==> src/rtl/btb_pkg.sv <==
// Shared types for the BTB training-port scheduler.
// Default geometry and helpers used by the scheduler and its FIFO.
package btb_pkg;

  localparam int BtbAddrW = 32;
  localparam int BtbDepth = 32;
  localparam int BtbIdxW  = $clog2(BtbDepth);

  typedef struct packed {
    logic                taken;
    logic [BtbAddrW-1:0] addr;
    logic [BtbAddrW-1:0] tar;
  } btb_upd_t;

  typedef enum logic {
    BTB_SCHED_IDLE,
    BTB_SCHED_CLEAR
  } sched_state_e;

  function automatic logic [2:0] popcnt4(input logic [3:0] v);
    popcnt4 = 3'(v[0]) + 3'(v[1]) + 3'(v[2]) + 3'(v[3]);
  endfunction

endpackage

==> src/rtl/btb_upd_fifo.sv <==
// Multi-push, single-pop FIFO for BTB training updates.
// Valid push slots are packed in ascending order with no holes.
module btb_upd_fifo
  import btb_pkg::*;
#(
  parameter int W     = 65,
  parameter int NPUSH = 1,
  parameter int DEPTH = 4,
  localparam int AW   = $clog2(DEPTH)
) (
  input  logic             clk,
  input  logic             rst,
  input  logic             clr,
  input  logic             push,
  input  logic [NPUSH-1:0] push_vld,
  input  logic [NPUSH*W-1:0] push_data,
  input  logic             pop,
  output logic [W-1:0]     head,
  output logic             empty,
  output logic [AW:0]      free
);

  logic [W-1:0]  mem_q [DEPTH];
  logic [AW:0]   wptr_q, wptr_d;
  logic [AW:0]   rptr_q, rptr_d;
  logic [AW:0]   wp;
  logic [AW-1:0] slot_idx [NPUSH];

  assign empty = (wptr_q == rptr_q);
  assign free  = (AW+1)'(DEPTH) - (wptr_q - rptr_q);
  assign head  = mem_q[rptr_q[AW-1:0]];

  always_comb begin
    wp = wptr_q;
    for (int i = 0; i < NPUSH; i++) begin
      slot_idx[i] = wp[AW-1:0];
      if (push && push_vld[i]) wp = wp + (AW+1)'(1);
    end
    wptr_d = wp;
    rptr_d = rptr_q + (AW+1)'(pop);
    if (clr) begin
      wptr_d = '0;
      rptr_d = '0;
    end
  end

  always_ff @(posedge clk or posedge rst) begin
    if (rst) begin
      wptr_q <= '0;
      rptr_q <= '0;
    end else begin
      wptr_q <= wptr_d;
      rptr_q <= rptr_d;
    end
  end

  // Storage needs no reset; pointers define what is valid.
  always_ff @(posedge clk) begin
    for (int i = 0; i < NPUSH; i++) begin
      if (push && push_vld[i]) mem_q[slot_idx[i]] <= push_data[i*W +: W];
    end
  end

endmodule

==> src/rtl/btb_upd_sched.sv <==
// Arbitrates the BTB training port between commit updates
// and a full-table clear sweep; counts discarded updates.
module btb_upd_sched
  import btb_pkg::*;
#(
  parameter int ADDR     = 32,
  parameter int BTB_D    = 32,
  parameter int SIMBRCOM = 1,
  parameter int QDEPTH   = 4,
  parameter int DCNT     = 8,
  localparam int IdxW    = $clog2(BTB_D)
) (
  input  logic                     clk,
  input  logic                     reset,
  input  logic [SIMBRCOM-1:0]      upd_valid,
  input  logic [SIMBRCOM-1:0]      upd_taken,
  input  logic [SIMBRCOM*ADDR-1:0] upd_addr,
  input  logic [SIMBRCOM*ADDR-1:0] upd_tar,
  output logic                     upd_ready,
  input  logic                     flush_req,
  output logic                     flush_busy,
  output logic                     pc_chg_com_,
  output logic                     chg_taken_,
  output logic [ADDR-1:0]          com_addr,
  output logic [ADDR-1:0]          com_tar_addr,
  output logic                     btb_clr,
  output logic [IdxW-1:0]          btb_clr_idx,
  output logic [DCNT-1:0]          drop_cnt
);

  localparam int QAW = $clog2(QDEPTH);
  localparam int UW  = 1 + 2*ADDR;

  sched_state_e state_q, state_d;

  logic [QAW:0]           free;
  logic                   empty;
  logic [UW-1:0]          head;
  logic [SIMBRCOM*UW-1:0] push_data;
  logic                   h_taken;
  logic [ADDR-1:0]        h_addr, h_tar;
  logic                   idle, enq, deq, clr_go;
  logic [3:0]             vld4;
  logic [2:0]             nvld;
  logic [DCNT:0]          drop_sum;

  logic            pc_chg_q, pc_chg_d;
  logic            tkn_n_q, tkn_n_d;
  logic [ADDR-1:0] addr_q, addr_d;
  logic [ADDR-1:0] tar_q, tar_d;
  logic            clr_q, clr_d;
  logic [IdxW-1:0] idx_q, idx_d;
  logic            busy_q, busy_d;
  logic [DCNT-1:0] drop_q, drop_d;

  assign idle      = (state_q == BTB_SCHED_IDLE);
  assign upd_ready = !reset && idle && (free >= (QAW+1)'(SIMBRCOM));
  assign enq       = upd_ready && !flush_req;
  assign deq       = idle && !empty && !flush_req;
  assign clr_go    = idle && flush_req;

  assign {h_taken, h_addr, h_tar} = head;

  always_comb begin
    push_data = '0;
    for (int i = 0; i < SIMBRCOM; i++) begin
      push_data[i*UW +: UW] = {upd_taken[i],
                               upd_addr[i*ADDR +: ADDR],
                               upd_tar[i*ADDR +: ADDR]};
    end
  end

  btb_upd_fifo #(
    .W     (UW),
    .NPUSH (SIMBRCOM),
    .DEPTH (QDEPTH)
  ) u_fifo (
    .clk       (clk),
    .rst       (reset),
    .clr       (clr_go),
    .push      (enq),
    .push_vld  (upd_valid),
    .push_data (push_data),
    .pop       (deq),
    .head      (head),
    .empty     (empty),
    .free      (free)
  );

  always_comb begin
    vld4 = '0;
    vld4[SIMBRCOM-1:0] = upd_valid;
    nvld = popcnt4(vld4);
    drop_sum = {1'b0, drop_q} + (DCNT+1)'(nvld);

    state_d  = state_q;
    pc_chg_d = 1'b1;
    tkn_n_d  = tkn_n_q;
    addr_d   = addr_q;
    tar_d    = tar_q;
    clr_d    = clr_q;
    idx_d    = idx_q;
    busy_d   = busy_q;
    drop_d   = drop_q;

    // Anything presented and not absorbed is counted, saturating.
    if (!enq && nvld != 3'd0) begin
      drop_d = drop_sum[DCNT] ? '1 : drop_sum[DCNT-1:0];
    end

    unique case (state_q)
      BTB_SCHED_IDLE: begin
        if (flush_req) begin
          state_d = BTB_SCHED_CLEAR;
          clr_d   = 1'b1;
          busy_d  = 1'b1;
          idx_d   = '0;
        end else if (deq) begin
          pc_chg_d = 1'b0;
          tkn_n_d  = !h_taken;
          addr_d   = h_addr;
          tar_d    = h_tar;
        end
      end
      BTB_SCHED_CLEAR: begin
        idx_d = idx_q + IdxW'(1);
        if (idx_q == IdxW'(BTB_D-1)) begin
          state_d = BTB_SCHED_IDLE;
          clr_d   = 1'b0;
          busy_d  = 1'b0;
        end
      end
      default: state_d = BTB_SCHED_IDLE;
    endcase
  end

  always_ff @(posedge clk or posedge reset) begin
    if (reset) begin
      state_q  <= BTB_SCHED_IDLE;
      pc_chg_q <= 1'b1;
      tkn_n_q  <= 1'b1;
      addr_q   <= '0;
      tar_q    <= '0;
      clr_q    <= 1'b0;
      idx_q    <= '0;
      busy_q   <= 1'b0;
      drop_q   <= '0;
    end else begin
      state_q  <= state_d;
      pc_chg_q <= pc_chg_d;
      tkn_n_q  <= tkn_n_d;
      addr_q   <= addr_d;
      tar_q    <= tar_d;
      clr_q    <= clr_d;
      idx_q    <= idx_d;
      busy_q   <= busy_d;
      drop_q   <= drop_d;
    end
  end

  assign pc_chg_com_  = pc_chg_q;
  assign chg_taken_   = tkn_n_q;
  assign com_addr     = addr_q;
  assign com_tar_addr = tar_q;
  assign btb_clr      = clr_q;
  assign btb_clr_idx  = idx_q;
  assign flush_busy   = busy_q;
  assign drop_cnt     = drop_q;

endmodule

==> config.mk <==
export PLATFORM = sky130hd
export DESIGN_NAME = btb_upd_sched
export DESIGN_NICKNAME = d
export VERILOG_FILES = /design/src/rtl/btb_pkg.sv /design/src/rtl/btb_upd_fifo.sv /design/src/rtl/btb_upd_sched.sv
export SDC_FILE = /design/constraint.sdc
export NUM_CORES = 1
export LEC_CHECK = 0
export BUFFER_PORTS_ARGS = -buffer_cell sky130_fd_sc_hd__buf_2
export CORE_UTILIZATION = 45
export CTS_CLUSTER_DIAMETER = 100
export DETAILED_ROUTE_END_ITERATION = 16
export GPL_TIMING_DRIVEN = 0
export HOLD_SLACK_MARGIN = 0.12
export PLACE_DENSITY_LB_ADDON = 0.12
export SETUP_SLACK_MARGIN = 0.4
export SYNTH_ARGS = -nofsm -noshare
export SYNTH_HDL_FRONTEND = slang
export SYNTH_SLANG_ARGS = --single-unit
==> constraint.sdc <==
create_clock -name clk -period 12.05 [get_ports clk]
set_input_delay 0 -clock clk [delete_from_list [all_inputs] [get_ports clk]]
set_output_delay 0 -clock clk [all_outputs]
set_load 0.02 [all_outputs]
[Word level (Yosys, flattened, before mapping)]
Memory sizes are Yosys's and may differ from the RTL's.
Cells that the tools add are included.
Storage, ports and cells
  bits in latches: 0
  RAM bits: 260
  memories kept: 1
  output and inout port bits: 82
  bits in read-only memories: 0
  register bits after elaboration: 87
Operators by class
  div/mod/pow operators: 0
  $lt $le $gt $ge: 1
  equality and inequality tests: 4
  multipliers: 0
  reduce and logical (&&, ||, !) cells: 16
  bitwise logic cells: 2
  shift-type cells: 0
  add/sub/neg operators: 6
  mux-type cells: 17
Memory list
  u_fifo.mem_q: words 4, width 65, read ports 1, clocked after Yosys merged registers in 0, write ports 1, RTL line btb_upd_fifo.sv:23  | logic [W-1:0] mem_q [DEPTH];
Operators by type and width (number)
  5-bit one-hot mux with 2 select lines: 1
  8-bit by 1-bit adder with 9-bit output: 1
  1-bit 2-to-1 mux: 9
  3-bit 2-to-1 mux: 3
  1-bit logical AND: 8
  8-bit 2-to-1 mux: 1
  5-bit by 1-bit adder with 5-bit output (second input constant): 1
  5-bit == test (second input constant): 1
  1-bit zero test: 5
  5-bit 2-to-1 mux: 1
  1-bit one-hot mux with 2 select lines: 2
  3-bit by 1-bit adder with 3-bit output: 1
  3-bit by 1-bit adder with 3-bit output (second input constant): 1
  3-bit == test: 1
  3-bit by 1-bit >= comparator with 1-bit output (second input constant): 1
  3-bit AND reduction: 1
  3-bit subtractor: 1
  3-bit subtractor (first input constant): 1
  2-bit by 1-bit inequality test with 1-bit output (second input constant): 1
  2-bit inequality test (second input constant): 1
  1-bit inverter: 2
  2-bit AND reduction: 1
  2-bit nonzero test: 1

[Logic depth before layout (Yosys ltp)]
  depth in word-level cells: 8
  mapped depth: 13
  gate-level depth less buffers: 9

[Cells and area by module]
From an unflattened synthesis, not the netlist that was laid out.
Unflattened totals
  cells, all modules: 738
  area, all modules: 13170.1 um^2
Modules (own cells, without submodules)
  btb_upd_fifo: cells each 382, instances 1, area an instance 9809.4 um^2
  btb_upd_sched: cells each 356, instances 1, area an instance 3360.7 um^2

[Least setup slack after synthesis]
No wires, ideal clock.
  path type: register to register
  start: register u_fifo.rptr_q[0]
  end: memory u_fifo.mem_q[0][0], enable pin
  data required time: 11.620 ns
  slack: 8.131 ns
  data arrival time: 3.489 ns
  clock period less this slack: 3.919 ns
  setup time: 0.430 ns
  buffers on the path: 2
  stages on the path, launching flop included: 11
  path through: dfrtp_1 > buf_2 > buf_4 > inv_1 > ha_1 > inv_1 > ha_1 > xnor2_1 > xnor2_2 > a211oi_4 > and2_1
On the way
  cells in the longest elaborated chain, start to end: 8
RTL lines
  start, declared: RTL line btb_upd_fifo.sv:25  | logic [AW:0] rptr_q, rptr_d;
  start signal, assigned: RTL line btb_upd_fifo.sv:53  | rptr_q <= rptr_d;
  3-bit subtractor (2 in series): RTL line btb_upd_fifo.sv:30  | assign free = (AW+1)'(DEPTH) - (wptr_q - rptr_q);
  3-bit by 1-bit >= comparator with 1-bit output: RTL line btb_upd_sched.sv:57  | assign upd_ready = !reset && idle && (free >= (QAW+1)'(SIMBRCOM));
  1-bit logical AND: RTL line btb_upd_sched.sv:57
  1-bit logical AND: RTL line btb_upd_sched.sv:58  | assign enq = upd_ready && !flush_req;
  1-bit logical AND: RTL line btb_upd_fifo.sv:60  | if (push && push_vld[i]) mem_q[slot_idx[i]] <= push_data[i*W +: W];
  1-bit 2-to-1 mux: RTL line btb_upd_fifo.sv:60
  1-bit 2-to-1 mux (not written as such): RTL line btb_upd_fifo.sv:60
  end, declared: RTL line btb_upd_fifo.sv:23
Every way passes these cells.

[Worst setup path in the final report]
  start: register u_fifo.rptr_q[0]
  end: memory u_fifo.mem_q[1][6], enable pin
Same word-level chain as after synthesis.

==> results.md <==
- Post-synth top area cell: edfxtp_1
- EDFF count, synth: 260
- Vias in the first global route: 6,921
- DR pass1 iterations: 4
- Starting DRT DRC Count: 389
- Die footprint: 29,580 sq um
- Crit path max-delay family: buffers and inverters
- Distinct cells, synth: 42
- Cells after Synth: 596
- Seq pwr share: 43.7%
- Final period util: 28.96%
- Number of buffers created by CTS: 37
- Worst vdd ir: 124.7 uV
- Final hold viol count: 0
- CTS Sinks: 347
- Status: finished clean
- Seq/Total Area, Yosys: 76.80%
- Post-Syn Area: 13,000 sq um
- Num rows: 61
- Largest net degree at the start of global routing: 53
- Total power: 3.456 mW
- Slew HR: 52.76%
- Required time worst endpoint: 12.24 ns
- Largest stage delay, worst path: 0.58 ns
- Comb power frac: 25.5%
- Top-area cell type share of the netlist area: 60.04%
- Setup crit start: u_fifo.rptr_q[0]$_DFF_PP0_
- Startpoint types: register
- Share of layout cells above drive strength 1: 37.02%
- Sw frac: 28.63%
- Setup CP Type: reg -> reg
- Starting Density: 46.30%
- IO Port Bufs: 150
- Crit Path Max Fanout: 35
- Worst-path cell chain: buf_2 -> buf_4 -> inv_1 -> ha_1 -> inv_1 -> ha_1 -> xnor2_1 -> xnor2_2 -> a211oi_4 -> and2_4 -> buf_16
- Maxcap violations: 0
- Clk_skew: 0.01498 ns
- Crit path buf inv count: 5
- Power per cell area: 213.2 nW/um^2
- Net Switching: 989.4 uW
- Initial antenna violation count: 0
- Pins Over Slew Limit: 0
- CP endpoint kind: register
- Global-route wire length before repair: 38.05 mm
- Synth Flop Type: edfxtp_1
- Core area: 28,090 sq um
- Width of the chip: 172.0 um
- Internal Power: 2.467 mW
- Die Ht: 172.0 um
- Count leader, synth: edfxtp_1
- Clock power frac: 30.8%
- Clock Path Buffers: 3
- Final Setup Violations: 0
- Vias: 6,506
- GRT Total Usage: 17.24%
- Ant diodes: 0
- Top cells by area, synth: edfxtp_1 (60%), dfrtp_1 (16%), mux4_2 (11%)
- Area used by multi-input combinational logic: 2856 sq um
- IO Count: 151
- Placer Congestion: 0.7008
- FILL cells: 2,217
- Dpl hpwl: 14.97 mm
- P&R area growth vs syn: 24.67%
- CP arrival: 3.68 ns
- Worst R2R Start: u_fifo.rptr_q[0]$_DFF_PP0_
- Top cells by count, synth: edfxtp_1 (260), dfrtp_1 (85), mux4_2 (65)
- Post-cts resize count: 0
- Synth Register Bits: 347
- Worst-Margin Slew: 0.7086 ns
- Synth Area per Inst: 21.82 sq um
- Antenna Nets Post-Route: 0
- Worst Hold Class: in -> async
- Clk root buf: clkbuf_16
- Static Leak: 6.135 nW
- Fin Setup TNS: 0 ns
- RSZ-0062 raised after global routing: no
- Fmax: 0.2866 GHz
- Clock-pin slew on the worst setup and hold paths: 0.06 ns
- Warnings, synthesis: 0
- Routed len/inst: 19.55 um
- H-tree depth: 2
- CTS tree: built
- Latest clock arrival within the worst-skew pair: 0.51 ns
- DRC violations left: 0
- Crit path time final: 3.490 ns
- Asr flop ratio synth: 25.07%
- Total gr overflow: 0
- Final nets: 940
- Master of the slowest instance on the critical path: and2_4
- Net count after synthesis: 678
- Reg area: 9987 sq um
- Total wire length: 24.71 mm
- Drt via density: 5.147
## sequential cells by signal, indices dropped and copies added (netlist names), 3 cells and up
signal	count
u_fifo.mem_q	260
com_addr	32
com_tar_addr	32
drop_cnt	8
btb_clr_idx	5
u_fifo.rptr_q	3
u_fifo.wptr_q	3
## final timing paths
check	endpoint	slack, ns	cells after the start
max in group asynchronous	chg_taken_$_DFFE_PP1P_	11.14	4
hold / removal	com_addr[28]$_DFFE_PP0P_	0.17	3
min in group clk	u_fifo.mem_q[0][41]$_DFFE_PP_	0.24	2
hold reg to reg	chg_taken_$_DFFE_PP1P_	0.48	2
setup / recovery	u_fifo.mem_q[1][6]$_DFFE_PP_	8.56	11
setup reg to reg	u_fifo.mem_q[1][6]$_DFFE_PP_	8.56	11
## final cells by class
cell class | instances | area share [%]
Tap cell | 378 | 2.917
Clock buffer | 54 | 6.483
Timing Repair Buffer | 223 | 9.678
Sequential cell | 347 | 61.60
Multi-Input combinational cell | 216 | 17.62
Buffer | 24 | 0.8335
Clock inverter | 13 | 0.6406
Inverter | 9 | 0.2238
## tightest hold or removal path, cell delays in order
cell,delay [ns]
dlygate4sd3_1,0.53
buf_2,0.16
inv_4,0.44
## what timing repair did
action / in CTS / in global routing
setup buffers: 0 / 0
hold buffers: 68 / 0
endpoints found under the hold margin: 343 / 0
## cell usage in the layout (no fill, tap or decap), types with 3 or more instances in the layout
cell type / instances
and4_1: 3
a21oi_1: 6
a31oi_1: 3
clkinv_1: 5
buf_16: 5
mux2_2: 27
clkinv_2: 4
ha_1: 13
clkbuf_16: 38
and2_4: 4
nand3_1: 4
buf_2: 159
dfrtp_1: 85
a22o_1: 4
nor2b_1: 3
clkbuf_1: 19
nand2_1: 9
buf_4: 7
nor2_1: 10
and3_1: 3
mux2_1: 38
xnor2_1: 4
edfxtp_1: 260
mux4_2: 65
inv_1: 7
clkbuf_8: 4
dlygate4sd3_1: 68
## kinds of logic after synthesis
group                      count (synthesis)  share of synthesized area (%)
DFF                                      347                          76.80
muxes                                    132                          17.08
and+or+nand+nor                           43                          1.723
buffers and inverters                     33                          1.299
AOI/OAI and AO/OA                         21                          1.261
adders and majority gates                 13                          1.251
xor gates and xnor gates                   7                         0.5869
## power groups by stage
| stage | sequential, mW | clock (mW) | combinational, mW |
|---|---|---|---|
| after CTS | 1.51 | 1.09 | 0.906 |
| after global routing | 1.53 | 1.14 | 0.962 |
| after detailed placement | 1.53 | 0 | 0.885 |
| after floorplan | 1.67 | 0 | 0.472 |
| final | 1.51 | 1.06 | 0.883 |
| after global placement | 1.53 | 0 | 0.864 |
## metrics by stage
| step | instance area, sq um | util [%] | instances | worst slack [ns] | hold WS (ns) |
|---|---|---|---|---|---|
| floorplan | 13000 | - | 596 | 8.131 | 0.07910 |
| global route | 16210 | 57.72 | 1264 | 8.226 | 0.2163 |
| CTS | 16210 | 57.72 | 1264 | 8.432 | 0.1764 |
| detailed placement | 14380 | 51.19 | 1129 | 8.462 | 0.1688 |
| global placement | 14230 | 50.65 | 1124 | 6.307 | 0.2082 |
| finish | 16210 | 57.72 | 1264 | 8.560 | 0.1677 |
## metal layers
layer	wire (um)	share of wire (%)	GRT usage, %	vias up
met3	1208	4.9	3.433	41
met1	10250	42	21.91	3380
met2	12760	52	30.12	154
li1	-	-	-	2931
met4	481	1.9	4.733	0
met5	0	0	0	-
Note: power is estimated with default switching activity, not from simulation.
